--- src/rtl/fetch_redirect_unit.sv ---
// IF-stage PC and IF/ID register with ID-driven redirect,
// wrong-path squash, hazard stall, misalign trap and redirect counter.
module fetch_redirect_unit #(
  parameter logic [31:0] RESET_PC  = 32'h0000_0000,
  parameter logic [31:0] NOP_INSTR = 32'h0000_0013,
  parameter int unsigned CNT_W     = 16
) (
  input  logic             clk_i,
  input  logic             rst_i,
  input  logic             stall_i,
  input  logic             flow_change_i,
  input  logic             is_jalr_i,
  input  logic [31:0]      target_addr_i,
  output logic [31:0]      imem_addr_o,
  input  logic [31:0]      imem_rdata_i,
  output logic [31:0]      if_id_pc_o,
  output logic [31:0]      if_id_pc4_o,
  output logic [31:0]      if_id_instr_o,
  output logic             if_id_valid_o,
  output logic             misalign_o,
  output logic [CNT_W-1:0] redirect_count_o
);

  localparam logic [0:0] S_RUN  = 1'b0;
  localparam logic [0:0] S_HALT = 1'b1;

  localparam logic [CNT_W-1:0] CNT_MAX = {CNT_W{1'b1}};
  localparam logic [CNT_W-1:0] CNT_ONE = {{(CNT_W-1){1'b0}}, 1'b1};

  logic [0:0]  state;
  logic [31:0] pc;
  logic [31:0] pc4;
  logic [31:0] eff_target;
  logic        run;
  logic        accept;

  assign imem_addr_o = pc;
  assign pc4         = pc + 32'd4;
  assign eff_target  = is_jalr_i ? {target_addr_i[31:1], 1'b0}
                                 : target_addr_i;
  assign run         = (state == S_RUN);
  // Stalled cycles carry unresolved ID operands, so no redirect then.
  assign accept      = flow_change_i & if_id_valid_o & ~stall_i & run;

  always_ff @(posedge clk_i) begin
    if (rst_i) begin
      state            <= S_RUN;
      pc               <= RESET_PC;
      if_id_pc_o       <= 32'd0;
      if_id_pc4_o      <= 32'd4;
      if_id_instr_o    <= NOP_INSTR;
      if_id_valid_o    <= 1'b0;
      misalign_o       <= 1'b0;
      redirect_count_o <= '0;
    end else begin
      unique case (1'b1)
        !run: begin
          if_id_instr_o <= NOP_INSTR;
          if_id_valid_o <= 1'b0;
        end
        run && stall_i: begin
          pc <= pc;
        end
        accept && !eff_target[1]: begin
          pc            <= eff_target;
          if_id_pc_o    <= pc;
          if_id_pc4_o   <= pc4;
          if_id_instr_o <= NOP_INSTR;
          if_id_valid_o <= 1'b0;
          if (redirect_count_o != CNT_MAX)
            redirect_count_o <= redirect_count_o + CNT_ONE;
        end
        accept && eff_target[1]: begin
          state         <= S_HALT;
          misalign_o    <= 1'b1;
          if_id_instr_o <= NOP_INSTR;
          if_id_valid_o <= 1'b0;
        end
        default: begin
          pc            <= pc4;
          if_id_pc_o    <= pc;
          if_id_pc4_o   <= pc4;
          if_id_instr_o <= imem_rdata_i;
          if_id_valid_o <= 1'b1;
        end
      endcase
    end
  end

endmodule

--- config.mk ---
export PLATFORM = sky130hd
export DESIGN_NAME = fetch_redirect_unit
export DESIGN_NICKNAME = d
export VERILOG_FILES = /design/src/rtl/fetch_redirect_unit.sv
export SDC_FILE = /design/constraint.sdc
export NUM_CORES = 1
export LEC_CHECK = 0
export ABC_AREA = 1
export CORE_MARGIN = 5
export CORE_UTILIZATION = 40
export CTS_CLUSTER_DIAMETER = 100
export DETAILED_ROUTE_END_ITERATION = 7
export MAX_ROUTING_LAYER = met4
export PLACE_DENSITY = 0.77
export SYNTH_ARGS = -nofsm -noshare
export SYNTH_HDL_FRONTEND = slang
export SYNTH_SLANG_ARGS = --single-unit
--- constraint.sdc ---
create_clock -name clk_i -period 2.2 [get_ports clk_i]
set_input_delay 0.55 -clock clk_i [delete_from_list [all_inputs] [get_ports clk_i]]
set_output_delay 0.55 -clock clk_i [all_outputs]
set_load 0.005 [all_outputs]
Yosys cells after proc, flatten, opt, wreduce, memory -nomap -nowiden
Cells that the tools add are included.
- flip-flop bits (word level): 146
- output and inout bits: 146
- logic and storage cells: 26
- add/sub/neg operators: 2
- equality and inequality tests: 1
- multiplexer cells: 4
- bitwise operators: 5
- reductions and logical operators: 7
- operators with widths (kind ; number):
    one-hot mux 32 bit (2 select lines) ; 2
    adder 32 x 3 -> 32 bit, second input constant ; 1
    adder 16 x 1 -> 16 bit, second input constant ; 1
    != test 16 bit, second input constant ; 1
    OR reduction 3 bit ; 2
    AND 1 bit ; 3
    logical AND 1 bit ; 3
    inverter 1 bit ; 2
    one-hot mux 1 bit (2 select lines) ; 1
    AND reduction 2 bit ; 1
    logical NOT 1 bit ; 1
    two-way mux 1 bit ; 1

Longest topological paths before layout
- depth in word-level cells: 6
- mapped depth: 10

Least setup slack after synthesis
Ideal clock, no wire load.
- kind: register -> register
- start: reg redirect_count_o[0]
- end: reg redirect_count_o[1]
- arrival: 1413 ps
- slack: 671 ps
- stages on the path, launching flop included: 10
- buffers on the path: 1
- period minus slack after synthesis: 1529 ps
- cell sequence: dfxtp_1 -> ha_1 -> nand3_2 -> nor2_2 -> nand3_2 -> nand2_4 -> inv_2 -> buf_6 -> nor2_1 -> nor2_1
- longest elaborated chain between the ends: 2
- ends and longest elaborated chain (element ; line ; RTL):
    start, declared ; 21 ; output logic [CNT_W-1:0] redirect_count_o
    start signal, assigned ; 71 ; redirect_count_o <= redirect_count_o + CNT_ONE;
    branches (longest 2 deep; another with adder 16 x 1 -> 16 bit) ; -- ;
Several ways; the timed one is not identified.
A chain may end at the register's enable or synchronous reset.

Worst setup path in the final report
- start: reg pc[13] (netlist: imem_addr_o[13])
- end: out imem_addr_o[13]
- RTL lines (element ; line ; RTL):
    start, declared ; 31 ; logic [31:0] pc;
    start signal, assigned ; 62 ; pc <= pc;
    start signal, assigned ; 65 ; pc <= eff_target;
    start signal, assigned ; 80 ; pc <= pc4;
    end, declared ; 14 ; output logic [31:0] imem_addr_o,
No word-level cell between the ends.

==> results_tabular.tex <==
\begin{tabular}{lr}
\hline
Metric & Value \\
\hline
\multicolumn{2}{l}{\textbf{Global routing}} \\
Number of antenna violations at the first check in global routing & 1 \\
Overall overflow remaining after global route & 0 \\
Global-route wire length before repair & around 34000 um \\
Global Route Usage Sum & 0.222 \\
GR met2 Demand/Resource & 0.343 \\
Number of global-route vias before repair & roughly 6500 \\
Most used routing layer & met2 \\
Global routing usage on met1 & 0.288 \\
Met3 global-route usage & 0.0515 \\
Pin count of the biggest net entering global routing & between 50 and 60 \\
\multicolumn{2}{l}{\textbf{Placement}} \\
Weighted congestion reported at the end of routability-driven placement & approximately 0.96 \\
Post-detailed-placement cell area & roughly 9000 sq um \\
Setup slack after placement & about 0.026 ns \\
IO buf count & roughly 210 \\
DP Wirelength & between 10000 and 15000 um \\
\multicolumn{2}{l}{\textbf{Yosys}} \\
Most frequently used flop master after synthesis & sky130\_fd\_sc\_hd\_\_dfxtp\_1 \\
Share of the synthesized area in the top cell type & 0.437 \\
Total of warnings raised by yosys & 0 \\
Net count after synthesis & about 990 \\
Syn Inst Count & approximately 900 \\
Library cell with the largest summed area after synthesis & sky130\_fd\_sc\_hd\_\_dfxtp\_1 \\
Area of the mapped netlist & between 6000 and 7000 sq um \\
Post-synthesis async set-or-reset flop share & 0 \\
Average instance area after synthesis & just over 7 sq um \\
Ranking of synthesized cells by area & sky130\_fd\_sc\_hd\_\_dfxtp\_1 44\%, sky130\_fd\_sc\_hd\_\_nand2\_1 15\%, sky130\_fd\_sc\_hd\_\_a21oi\_1 10\% \\
Number of library cell types mapped by synthesis & 31 \\
Number of synthesized register bits & around 140 \\
Seq/Total Area, Yosys & 0.437 \\
Number of enable-type register cells in the synthesized netlist & 0 \\
\multicolumn{2}{l}{\textbf{Timing}} \\
Max Clock Freq & approximately 490 MHz \\
Min Clock Period, post-route & between 2 and 2.5 ns \\
Final clock skew & 0.00942 ns \\
Tcrit/Tclk final & 0.929 \\
Rel. slew slack & 0.629 \\
Total count of hold-check failures in the final report & 0 \\
Setup Viol. Count Final & 0 \\
Max-slew violation count & 0 \\
Summed negative setup slack over all endpoints & 0 ns \\
Unrepaired setup endpoints after global routing & no \\
Least setup slack across all paths after layout & 0.156 ns \\
Transition time of the tightest slew-check pin & roughly 0.56 ns \\
\multicolumn{2}{l}{\textbf{Setup path}} \\
Register-to-Register Setup Slack & between 0.3 and 0.4 ns \\
CP cell instances & clkdlybuf4s50\_1 \\
Critical path data arrival time & $\sim$1.5 ns \\
Critical path class & flop to output port \\
Stages on worst setup path & 1 \\
Kind of start point of the critical path & flop \\
Worst path buffer plus inverter count & 1 \\
Depth of the worst register-to-register path & 8 \\
Data required time of the worst path & about 1.7 ns \\
Worst path max stage delay & 0.58 ns \\
Worst setup EP type & output port \\
Maximum fanout along the worst path & 6 \\
Critical path's slowest cell & sky130\_fd\_sc\_hd\_\_clkdlybuf4s50\_1 \\
Crit-path leading delay family & buffers and inverters \\
\multicolumn{2}{l}{\textbf{Drt}} \\
DR vias & roughly 7000 \\
Iteration-0 DRC Markers & between 400 and 500 \\
Iteration count of the initial detailed-routing pass & 5 \\
Total Wirelength & roughly 21000 um \\
Detail-routed via count per cell & between 5 and 6 \\
Average detailed-routed wire length per instance & $\sim$15 um \\
Post-DRT Antenna Nets & 0 \\
Count of unresolved DRC violations after routing & 0 \\
\multicolumn{2}{l}{\textbf{Status}} \\
Status & finished, final reports clean \\
\multicolumn{2}{l}{\textbf{Final layout}} \\
Leading cell types in the layout, fill and taps excluded & 255 x sky130\_fd\_sc\_hd\_\_nand2\_1, 213 x sky130\_fd\_sc\_hd\_\_clkdlybuf4s50\_1, 144 x sky130\_fd\_sc\_hd\_\_dfxtp\_1, 137 x sky130\_fd\_sc\_hd\_\_a21oi\_1, 67 x sky130\_fd\_sc\_hd\_\_inv\_1 \\
Core utilization of the finished layout & 0.586 \\
Ratio of cells with drive above 1 in the final layout & 0.0762 \\
Area taken by multi-input logic gates & about 3200 sq um \\
Nets & approximately 1200 \\
Most common cell after layout, fill and taps aside & sky130\_fd\_sc\_hd\_\_nand2\_1 \\
Area growth from synthesis to layout & 45.3\% \\
Layout Cell Area excl Fill & roughly 9600 sq um \\
Final-layout fill cell count & $\sim$1500 \\
Combined flip-flop and latch cell area & about 2900 sq um \\
\multicolumn{2}{l}{\textbf{Run}} \\
Max-capacitance violation count & 0 \\
\multicolumn{2}{l}{\textbf{Floorplanning}} \\
Standard-cell rows & between 40 and 50 \\
Core area & 16300 sq um \\
Number of top-level design ports & 215 \\
Die height & 138 um \\
Die outline area & about 19000 sq um \\
Die width & between 100 and 150 um \\
Starting density of the core & 0.403 \\
\multicolumn{2}{l}{\textbf{Clock network}} \\
Post CTS Setup Buffer Count & 0 \\
Resize count post-CTS & 0 \\
Clock tree from TritonCTS & built \\
Sink count of the clock tree & around 140 \\
Total clock buffers created by CTS & 17 \\
Clock buffer depth & 2 \\
Quantity of hold-fixing buffers added after cts & 0 \\
Clock network latency to the later pin of the worst-skew pair & between 0.4 and 0.5 ns \\
Clk Tree Root Cell & sky130\_fd\_sc\_hd\_\_clkbuf\_16 \\
H-Tree Level Count & 4 \\
Clk pin slew, worst setup/hold paths & roughly 0.06 ns \\
\multicolumn{2}{l}{\textbf{Power and ir drop}} \\
Worst-case vdd ir drop & around 0.55 mV \\
Static leakage power & $\sim$0.0038 uW \\
Total power per unit cell area & a little over 700 nW/um\^{}2 \\
\multicolumn{2}{l}{\textbf{Worst hold path}} \\
Worst min-delay path class & flop to flop \\
Cells on Worst Hold Path & 2 \\
\hline
\end{tabular}
[cells by family (layout without fill, tap and decap cells)]
family | Yosys count | count (layout) | synth area share
compound gates | 231 | 231 | 0.185
flops | 144 | 144 | 0.437
xor+xnor | 22 | 22 | 0.0315
simple gates | 390 | 390 | 0.259
other cells | 0 | 1 | 0
fa+ha+maj | 2 | 2 | 0.00380
buf+inv | 127 | 339 | 0.0830
[metrics by stage]
stage / total power [uW] / hold slack (ns) / cells
floorplan: 3330 / 0.449 / 916
global placement: 3890 / 0.450 / 1316
detailed placement: 3900 / 0.453 / 1316
CTS: 6860 / 0.463 / 1348
global route: 7090 / 0.479 / 1349
finish: 6810 / 0.461 / 1349
[registers in the layout, indices dropped and copies added, names as in the netlist]
signal,flops
if_id_instr_o,32
if_id_pc4_o,30
if_id_pc_o,32
if_id_valid_o,1
imem_addr_o,32
redirect_count_o,16
state,1
[area by class of cell]
type | count | area share
clock buffers | 19 | 0.0463
diodes | 1 | 0.000261
multi-input cells | 645 | 0.331
repair buffers | 236 | 0.248
inverters | 71 | 0.0278
well taps | 220 | 0.0287
flip-flops and latches | 144 | 0.301
clock inverters | 13 | 0.0170
[worst reg2reg max path, stage by stage, from the launching register on]
cell	delay, ns
sky130_fd_sc_hd__dfxtp_1	0.45
sky130_fd_sc_hd__ha_1	0.25
sky130_fd_sc_hd__nand2_1	0.08
sky130_fd_sc_hd__nor2_1	0.20
sky130_fd_sc_hd__nand2_4	0.14
sky130_fd_sc_hd__nor2_2	0.19
sky130_fd_sc_hd__xor2_1	0.25
sky130_fd_sc_hd__nand2_1	0.08
sky130_fd_sc_hd__a21oi_1	0.14
[path summary, 6_finish.rpt]
| path | start | endpoint |
|---|---|---|
| hold reg to reg | if_id_pc_o[23]$_SDFFE_PP0N_ | if_id_pc_o[23]$_SDFFE_PP0N_ |
| hold / removal | if_id_pc_o[23]$_SDFFE_PP0N_ | if_id_pc_o[23]$_SDFFE_PP0N_ |
| setup reg to reg | imem_addr_o[3]$_SDFFE_PP0N_ | imem_addr_o[14]$_SDFFE_PP0N_ |
| setup / recovery | imem_addr_o[13]$_SDFFE_PP0N_ | imem_addr_o[13] |
[layer usage]
metal,part of all wire,up-vias
met5,0,-
met4,0.027,0
met3,0.057,34
met2,0.46,228
met1,0.46,3168
li1,-,3381
[power breakdown]
group	internal [uW]	switching [uW]
logic	526	428
registers	2760	140
clock network	1810	1140
[cell usage after synthesis, types with 3 or more instances]
cell                       number
sky130_fd_sc_hd__a21oi_1      137
sky130_fd_sc_hd__and2_1         3
sky130_fd_sc_hd__buf_1          4
sky130_fd_sc_hd__buf_2         14
sky130_fd_sc_hd__buf_4         10
sky130_fd_sc_hd__clkbuf_1      26
sky130_fd_sc_hd__dfxtp_1      144
sky130_fd_sc_hd__inv_1         68
sky130_fd_sc_hd__inv_2          3
sky130_fd_sc_hd__nand2_1      256
sky130_fd_sc_hd__nand2_4        3
sky130_fd_sc_hd__nand3_1       48
sky130_fd_sc_hd__nand3b_1       9
sky130_fd_sc_hd__nand4_1        5
sky130_fd_sc_hd__nor2_1        41
sky130_fd_sc_hd__nor2_2         7
sky130_fd_sc_hd__nor2_4         8
sky130_fd_sc_hd__nor3_1         4
sky130_fd_sc_hd__o211ai_1       4
sky130_fd_sc_hd__o21ai_0       56
sky130_fd_sc_hd__o21ai_1       10
sky130_fd_sc_hd__o21bai_1      21
sky130_fd_sc_hd__o22ai_1        3
sky130_fd_sc_hd__xnor2_1        4
sky130_fd_sc_hd__xor2_1        16
Note: power is estimated with default switching activity, not from simulation.
